**src/rtl/comma_align_deser.sv**
```systemverilog
// K28.5 comma aligner / deserializer: hunts for the comma in the recovered bit stream,
// locks symbol alignment and emits aligned 10-bit symbols. Optional macro COMMA_ALIGN_DESER_LOSS_CNT_EN adds a lock-loss event counter.
module comma_align_deser #(
    parameter logic [9:0]  COMMA_P    = 10'b0011111010,
    parameter logic [9:0]  COMMA_N    = 10'b1100000101,
    parameter int unsigned LOCK_COUNT = 3,
    parameter int unsigned LOSS_COUNT = 4
) (
    input  logic       clk,
    input  logic       rst,
    input  logic       clkStrobe,
    input  logic       rxClocked,
    output logic [9:0] symbol,
    output logic       symbolValid,
    output logic       isComma,
    output logic       locked
`ifdef COMMA_ALIGN_DESER_LOSS_CNT_EN
    ,
    output logic [7:0] lossEvents
`endif
);

    localparam logic [1:0] HUNT   = 2'd0;
    localparam logic [1:0] CHECK  = 2'd1;
    localparam logic [1:0] LOCKED = 2'd2;

    localparam logic [3:0] LOCK_TH = 4'(LOCK_COUNT);
    localparam logic [3:0] LOSS_TH = 4'(LOSS_COUNT);

    logic [1:0] state_r;
    logic [1:0] stateNxt_s;
    logic [8:0] shiftReg_r;      // bit 9 of the window is never needed again after a shift
    logic [3:0] bitCnt_r;
    logic [3:0] bitCntNxt_s;
    logic [3:0] commaCnt_r;
    logic [3:0] commaCntNxt_s;
    logic [3:0] lossCnt_r;
    logic [3:0] lossCntNxt_s;
    logic [9:0] symbol_r;
    logic [9:0] symbolNxt_s;
    logic       symbolValid_r;
    logic       symbolValidNxt_s;
    logic       isComma_r;
    logic       isCommaNxt_s;
    logic       locked_r;
    logic       lockedNxt_s;
    logic       lossEvent_s;

    logic [9:0] win_s;
    logic       match_s;
    logic       boundary_s;
    logic [3:0] commaInc_s;
    logic [3:0] lossInc_s;

    // Post-shift window, comma detection and saturating counter increments
    always_comb begin
        win_s      = {shiftReg_r, rxClocked};
        match_s    = (win_s == COMMA_P) || (win_s == COMMA_N);
        boundary_s = (bitCnt_r == 4'd9);
        commaInc_s = (commaCnt_r == 4'hF) ? commaCnt_r : commaCnt_r + 4'd1;
        lossInc_s  = (lossCnt_r == 4'hF) ? lossCnt_r : lossCnt_r + 4'd1;
    end

    // Alignment state machine and symbol emission, evaluated per bit strobe
    always_comb begin
        stateNxt_s       = state_r;
        bitCntNxt_s      = bitCnt_r;
        commaCntNxt_s    = commaCnt_r;
        lossCntNxt_s     = lossCnt_r;
        symbolNxt_s      = symbol_r;
        isCommaNxt_s     = isComma_r;
        symbolValidNxt_s = 1'b0;
        lockedNxt_s      = locked_r;
        lossEvent_s      = 1'b0;
        if (clkStrobe) begin
            bitCntNxt_s = boundary_s ? 4'd0 : bitCnt_r + 4'd1;
            case (state_r)
                HUNT: begin
                    if (match_s) begin
                        bitCntNxt_s   = 4'd0;
                        commaCntNxt_s = 4'd1;
                        if (LOCK_TH <= 4'd1) begin
                            stateNxt_s   = LOCKED;
                            lockedNxt_s  = 1'b1;
                            lossCntNxt_s = 4'd0;
                        end else begin
                            stateNxt_s = CHECK;
                        end
                    end else begin
                        stateNxt_s = HUNT;
                    end
                end
                CHECK: begin
                    if (boundary_s && match_s) begin
                        commaCntNxt_s = commaInc_s;
                        if (commaInc_s >= LOCK_TH) begin
                            stateNxt_s   = LOCKED;
                            lockedNxt_s  = 1'b1;
                            lossCntNxt_s = 4'd0;
                        end else begin
                            stateNxt_s = CHECK;
                        end
                    end else if (match_s) begin
                        // comma off the current grid: restart alignment from here
                        bitCntNxt_s   = 4'd0;
                        commaCntNxt_s = 4'd1;
                    end else begin
                        commaCntNxt_s = commaCnt_r;
                    end
                end
                LOCKED: begin
                    if (boundary_s) begin
                        symbolNxt_s      = win_s;
                        isCommaNxt_s     = match_s;
                        symbolValidNxt_s = 1'b1;
                        if (match_s) begin
                            lossCntNxt_s = 4'd0;
                        end else begin
                            lossCntNxt_s = lossCnt_r;
                        end
                    end else if (match_s) begin
                        lossCntNxt_s = lossInc_s;
                        if (lossInc_s >= LOSS_TH) begin
                            stateNxt_s  = HUNT;
                            lockedNxt_s = 1'b0;
                            lossEvent_s = 1'b1;
                        end else begin
                            stateNxt_s = LOCKED;
                        end
                    end else begin
                        lossCntNxt_s = lossCnt_r;
                    end
                end
                default: begin
                    stateNxt_s  = HUNT;
                    lockedNxt_s = 1'b0;
                end
            endcase
        end else begin
            bitCntNxt_s = bitCnt_r;
        end
    end

    // State and output registers
    always_ff @(posedge clk or negedge rst) begin
        if (!rst) begin
            state_r       <= HUNT;
            shiftReg_r    <= 9'd0;
            bitCnt_r      <= 4'd0;
            commaCnt_r    <= 4'd0;
            lossCnt_r     <= 4'd0;
            symbol_r      <= 10'd0;
            symbolValid_r <= 1'b0;
            isComma_r     <= 1'b0;
            locked_r      <= 1'b0;
        end else begin
            state_r       <= stateNxt_s;
            shiftReg_r    <= clkStrobe ? win_s[8:0] : shiftReg_r;
            bitCnt_r      <= bitCntNxt_s;
            commaCnt_r    <= commaCntNxt_s;
            lossCnt_r     <= lossCntNxt_s;
            symbol_r      <= symbolNxt_s;
            symbolValid_r <= symbolValidNxt_s;
            isComma_r     <= isCommaNxt_s;
            locked_r      <= lockedNxt_s;
        end
    end

    assign symbol      = symbol_r;
    assign symbolValid = symbolValid_r;
    assign isComma     = isComma_r;
    assign locked      = locked_r;

`ifdef COMMA_ALIGN_DESER_LOSS_CNT_EN
    logic [7:0] lossEvents_r;

    // Saturating count of LOCKED->HUNT transitions
    always_ff @(posedge clk or negedge rst) begin
        if (!rst) begin
            lossEvents_r <= 8'd0;
        end else if (lossEvent_s && (lossEvents_r != 8'hFF)) begin
            lossEvents_r <= lossEvents_r + 8'd1;
        end else begin
            lossEvents_r <= lossEvents_r;
        end
    end

    assign lossEvents = lossEvents_r;
`else
    logic unusedLoss_s;
    assign unusedLoss_s = lossEvent_s;
`endif

endmodule

```
**config.mk**
```make
export PLATFORM = sky130hd
export DESIGN_NAME = comma_align_deser
export DESIGN_NICKNAME = d
export VERILOG_FILES = /design/src/rtl/comma_align_deser.sv
export SDC_FILE = /design/constraint.sdc
export NUM_CORES = 1
export LEC_CHECK = 0
export ABC_AREA = 1
export ABC_CLOCK_PERIOD_IN_PS = 2000
export CAP_MARGIN = 20
export CORE_MARGIN = 2
export CORE_UTILIZATION = 53
export DETAILED_ROUTE_END_ITERATION = 12
export PLACE_DENSITY = 0.8
export SLEW_MARGIN = 0
export SYNTH_ARGS = -nofsm -noshare
export SYNTH_HDL_FRONTEND = slang
export SYNTH_SLANG_ARGS = --single-unit
```
**constraint.sdc**
```tcl
create_clock -name clk -period 2 [get_ports clk]
set_clock_uncertainty 0.1 [all_clocks]
set_input_delay 0.3 -clock clk [delete_from_list [all_inputs] [get_ports clk]]
set_output_delay 0.3 -clock clk [all_outputs]
set_load 0.03 [all_outputs]
```
Word-level counts from Yosys, hierarchy flattened
Index checks and enable logic that the tools add are counted.
Cells by class
  magnitude comparators: 2
  equal/unequal tests: 12
  bitwise operators: 1
  mux-type cells: 31
  reduce and logical (&&, ||, !) cells: 10
  add/sub/neg operators: 3
Operators with widths (count)
  2-to-1 mux 4 bit: 12
  one-hot mux 4 bit (2 select lines): 3
  adder 4 x 1 -> 4 bit (second input constant): 3
  equality test 4 bit (second input constant): 3
  equality test 10 bit (second input constant): 1
  equality test 10 x 8 -> 1 bit (second input constant): 1
  2-to-1 mux 2 bit: 5
  inequality test 2 bit (second input constant): 5
  2-to-1 mux 1 bit: 9
  AND reduction 7 bit: 1
  one-hot mux 2 bit (3 select lines): 1
  AND reduction 5 bit: 1
  greater-or-equal comparator 4 x 2 -> 1 bit (second input constant): 1
  greater-or-equal comparator 4 x 3 -> 1 bit (second input constant): 1
  AND reduction 4 bit: 1
  nonzero test 2 bit: 2
  one-hot mux 1 bit (3 select lines): 1
  AND reduction 3 bit: 1
  equality test 2 x 1 -> 1 bit (second input constant): 1
  equality test 2 bit (second input constant): 1
  logical NOT 2 bit: 1
  AND reduction 2 bit: 1
  logical AND 1 bit: 1
  logical OR 1 bit: 1
  NOT 1 bit: 1
Storage, ports and cells
  bits in registers: 36
  logic and storage cells: 68
  output and inout bits: 13
  input bits: 4

Depth between registers and ports, before layout
  depth after elaboration: 7
  mapped depth: 12
  gate-level depth less buffers: 12

Worst setup path after synthesis
Ideal clock, no wire load.
  kind: register to register
  start: register commaCnt_r[0]
  end: register lossCnt_r[0]
  arrival: 1366 ps
  path buffers: 0
  clock period less this slack: 1583 ps
  cell stages (with the launch flop): 12
  library setup time: 117 ps
  path slack: 417 ps
  data required time: 1783 ps
  cell sequence: dfrtp_1 ha_1 nand3_2 nand2_1 o21ai_2 nand2_1 nand2_1 nand2_1 nand2_2 nand3_2 nand2_1 nand2_1
On the way
  word-level cells in the longest chain between the ends: 5
  elaborated cells between the ends (all ways): 6
  classes of those cells: add/sub: 1; order compare: 1; eq/ne: 2; mux: 1; reduce/logical: 1
Ends and longest elaborated chain
  from (decl): RTL line 35  | logic [3:0] commaCnt_r;
  from (signal assigned): RTL line 160  | commaCnt_r <= commaCntNxt_s;
  adder 4 x 1 -> 4 bit or equality test 4 bit (tied branches): RTL line 60  | commaInc_s = (commaCnt_r == 4'hF) ? commaCnt_r : commaCnt_r + 4'd1;
  2-to-1 mux 4 bit *: RTL line 60
  greater-or-equal comparator 4 x 2 -> 1 bit *: RTL line 96  | if (commaInc_s >= LOCK_TH) begin
  inequality test 2 bit (no line) *
  AND reduction 5 bit (no line) *
  to (signal assigned): RTL line 161  | lossCnt_r <= lossCntNxt_s;
  to (decl): RTL line 37  | logic [3:0] lossCnt_r;
Every way passes the cells marked *; elsewhere a longest branch is shown, timed or not.
A chain may end at the register's enable or synchronous reset.

Worst setup path in the final report
  start: register isComma_r (netlist: isComma)
  end: output isComma
RTL lines
  from (decl): RTL line 43  | logic isComma_r;
  from (signal assigned): RTL line 164  | isComma_r <= isCommaNxt_s;
  to (decl): RTL line 15  | output logic isComma,
No word-level cell between the ends.

==> impl_results.md <==
* Final ANT Viol Nets at 0
* CTS tree: done
* Num rows at 21
* Status: completed
* Initial antenna violation count at 0
* First-pass detailed-route iteration total at 4
* Worst EP required at 1.60 ns
* Count leader, synth: nand2_1
* Synthesized area at 1880 um2
* Worst slew pin tran at 0.449 ns
* Worst-Skew Late Latency at 0.33 ns
* Via count at 1516
* FMAX at 554 MHz
* DRC Markers at 0
* Die Span X at 63.5 um
* Drt wl/cell at 11.4 um
* H-tree depth at 2
* Power Density at 960 nW/um2
* Core area at 3360 um2
* Worst Reg-to-Reg Cells at 12
* Post-synthesis mux area share at 0%
* CP arrival at 1.41 ns
* Worst Hold Class: in2async
* Initial core utilization at 55.8%
* Setup TNS at 0 ns
* Grt ovf at 0
* Clock root buffer: clkbuf_4
* Launching point of the worst reg2reg path: commaCnt_r[0]
* Largest family of logic cells by synthesized area: simple AND/OR/NAND/NOR gates
* CP cell instances: clkdlybuf4s50_1
* Total power at 2.07 mW
* Post-synth EDFFs at 0
* Clock sinks at 36
* Max stage delay cell, worst path: clkdlybuf4s50_1
* DR iter-0 viols at 81
* Top FF cell, synth: dfrtp_1
* Switching Share at 37.7%
* Gate power share at 33.7%
* #FFs+latches synth at 36
* Asr flop ratio synth at 100%
* Io pins at 17
* XOR/XNOR Fraction of Synth Area at 1.40%
* Routed wl met3 at 95 um
* Final #Nets at 264
* Mapped Avg Cell Area at 8.02 um2
* Simple-gate portion of the synthesized area at 28.6%
* CTS Hold Bufs at 0
* Setup Buffers After CTS at 0
* R2r endpoint: lossCnt_r[0]
* Largest net degree at the start of global routing at 37
* Top cells by count, synth: 70 x nand2_1, 36 x dfrtp_1, 22 x inv_1
* Met2 wire len at 1.60 mm
* Via/cell ratio at 5.00
* Num CTS Buffers at 5
* Yosys top cell area share at 48.0%
* Final-report max-slew violation count at 0
* P&R area growth vs syn at 15.2%
* Top post-synthesis cells by area: dfrtp_1 48%, nand2_1 14%, inv_1 4.4%
* Final Hold Fails at 0
* Syn nets at 242
* Reg clk slew, reported paths at 0.11 ns
* CP endpoint kind: output port
* RSZ-0062 raised after global routing: no
* Vias in the first global route at 1479
* Fraction of layout cells with a size suffix above 1 at 13.6%
* Total Wirelength at 3.44 mm
* Clock buffer depth at 2
* Clock network power share at 18.3%
* Critical Path Max Stage Delay at 0.69 ns
* Area of the die at 4030 um2
* Post-synthesis instance total at 234
* WS Path Type: reg2out
* Distinct cells, synth at 31
* Peak VDD IR at 0.640 mV
* First-pass GRT wire length at 6.23 mm
* P_int at 1.29 mW
* Max FO, Critical Path at 2
* WP buf/inv at 1
* GPL Wtd Cong at 0.801
* GRT Total Usage at 19.5%
* Worst rel slew slack at 70.1%
* Setup slack, reg-to-reg at 0.23 ns
* PortBufs at 16
* Max-cap viol count at 0
* Post-Synth Adder-Cell Area at 2.67%
* Hpwl dp at 2.58 mm
* Sequential area share after synthesis at 48.0%
* # setup viols final at 0
* Final min period at 1.81 ns
* P_sw at 0.782 mW
* Final critical-path share of the clock period at 90.3%
* Post-CTS resize count at 0
* Synth Warn # at 0
* Ant. Diodes at 0
* P_leak at 1.06 nW
* Die height at 63.5 um
* Critical path's top delay family: buffers and inverters
* Uppermost layer routed: met4
* Met1 WL at 1.71 mm
* Crit start category: flip-flop
* Part of the power in registers at 47.9%
* Synth Area in Compound Gates at 11.9%
* Yosys top cell by area: dfrtp_1
[cell families after synthesis]
| logic type | count (synthesis) |
|---|---|
| simple gates | 116 |
| compound gates | 39 |
| buf+inv | 36 |
| flops | 36 |
| fa+ha+maj | 4 |
| xor+xnor | 3 |
[power by group through the flow]
stage | clock network, mW | registers (mW) | logic (mW)
2_1_floorplan | 0 | 1.14 | 0.312
3_3_place_gp | 0 | 1.00 | 0.690
3_5_place_dp | 0 | 1.01 | 0.705
4_1_cts | 0.393 | 0.995 | 0.707
5_1_grt | 0.424 | 1.01 | 0.777
6_report | 0.380 | 0.994 | 0.700
[worst max path at each step]
stage	start	to	slack, ns	depth (start not counted)
2_1_floorplan	commaCnt_r[0]	lossCnt_r[0]	0.42	11
3_3_place_gp	rxClocked	lossCnt_r[0]	0.07	10
3_5_place_dp	rxClocked	lossCnt_r[2]	0.007	10
4_1_cts	isComma	isComma	0.18	1
5_1_grt	commaCnt_r[0]	lossCnt_r[1]	0.01	12
6_report	isComma	isComma	0.19	1
[cell usage in the layout (no fill, tap or decap), types with 2 or more instances in the layout]
cell type	count
o21ai_0	13
clkdlybuf4s50_1	16
dfrtp_1	36
ha_1	3
nand4_1	5
nor2_1	19
clkbuf_4	5
nand2_2	2
o21ai_1	13
buf_4	4
nand2_4	2
xor2_1	2
nand2_1	70
clkinv_1	2
inv_2	7
nand3_2	4
nand3_1	9
inv_1	22
clkinv_2	2
nor2_4	2
a21oi_1	5
[flip-flops by register name, summed over array words and instances, names as in the netlist]
register and count:
symbolValid 1, bitCnt_r 4, state_r 2, shiftReg_r 9
locked 1, commaCnt_r 4, symbol 10, lossCnt_r 4
isComma 1
[cell type report]
class,instances,area (um2)
clock buffer,5,37.5
timing repair buffer,20,190
multi-input combinational,162,840
tap,46,57.6
inverter,31,116
sequential,36,901
fill,323,1200
clock inverter,3,18.8
[metrics by stage]
step / hold WS [ns] / area (um2) / worst slack, ns / cells / utilization [%]
floorplan: -0.0956 / 1880 / 0.417 / 234 / -
global placement: 0.358 / 2100 / 0.0713 / 295 / 62.5
detailed placement: 0.373 / 2100 / 0.00670 / 295 / 62.5
CTS: 0.273 / 2160 / 0.178 / 303 / 64.2
global route: 0.287 / 2160 / 0.0106 / 303 / 64.2
finish: 0.263 / 2160 / 0.194 / 303 / 64.2
[metal layers]
layer | vias up | track usage (%)
li1 | 789 | -
met1 | 706 | 27.3
met2 | 17 | 30.3
met3 | 4 | 4.29
met4 | 0 | 5.98
met5 | - | 0
No activity file was read; power rests on OpenSTA's default activity.
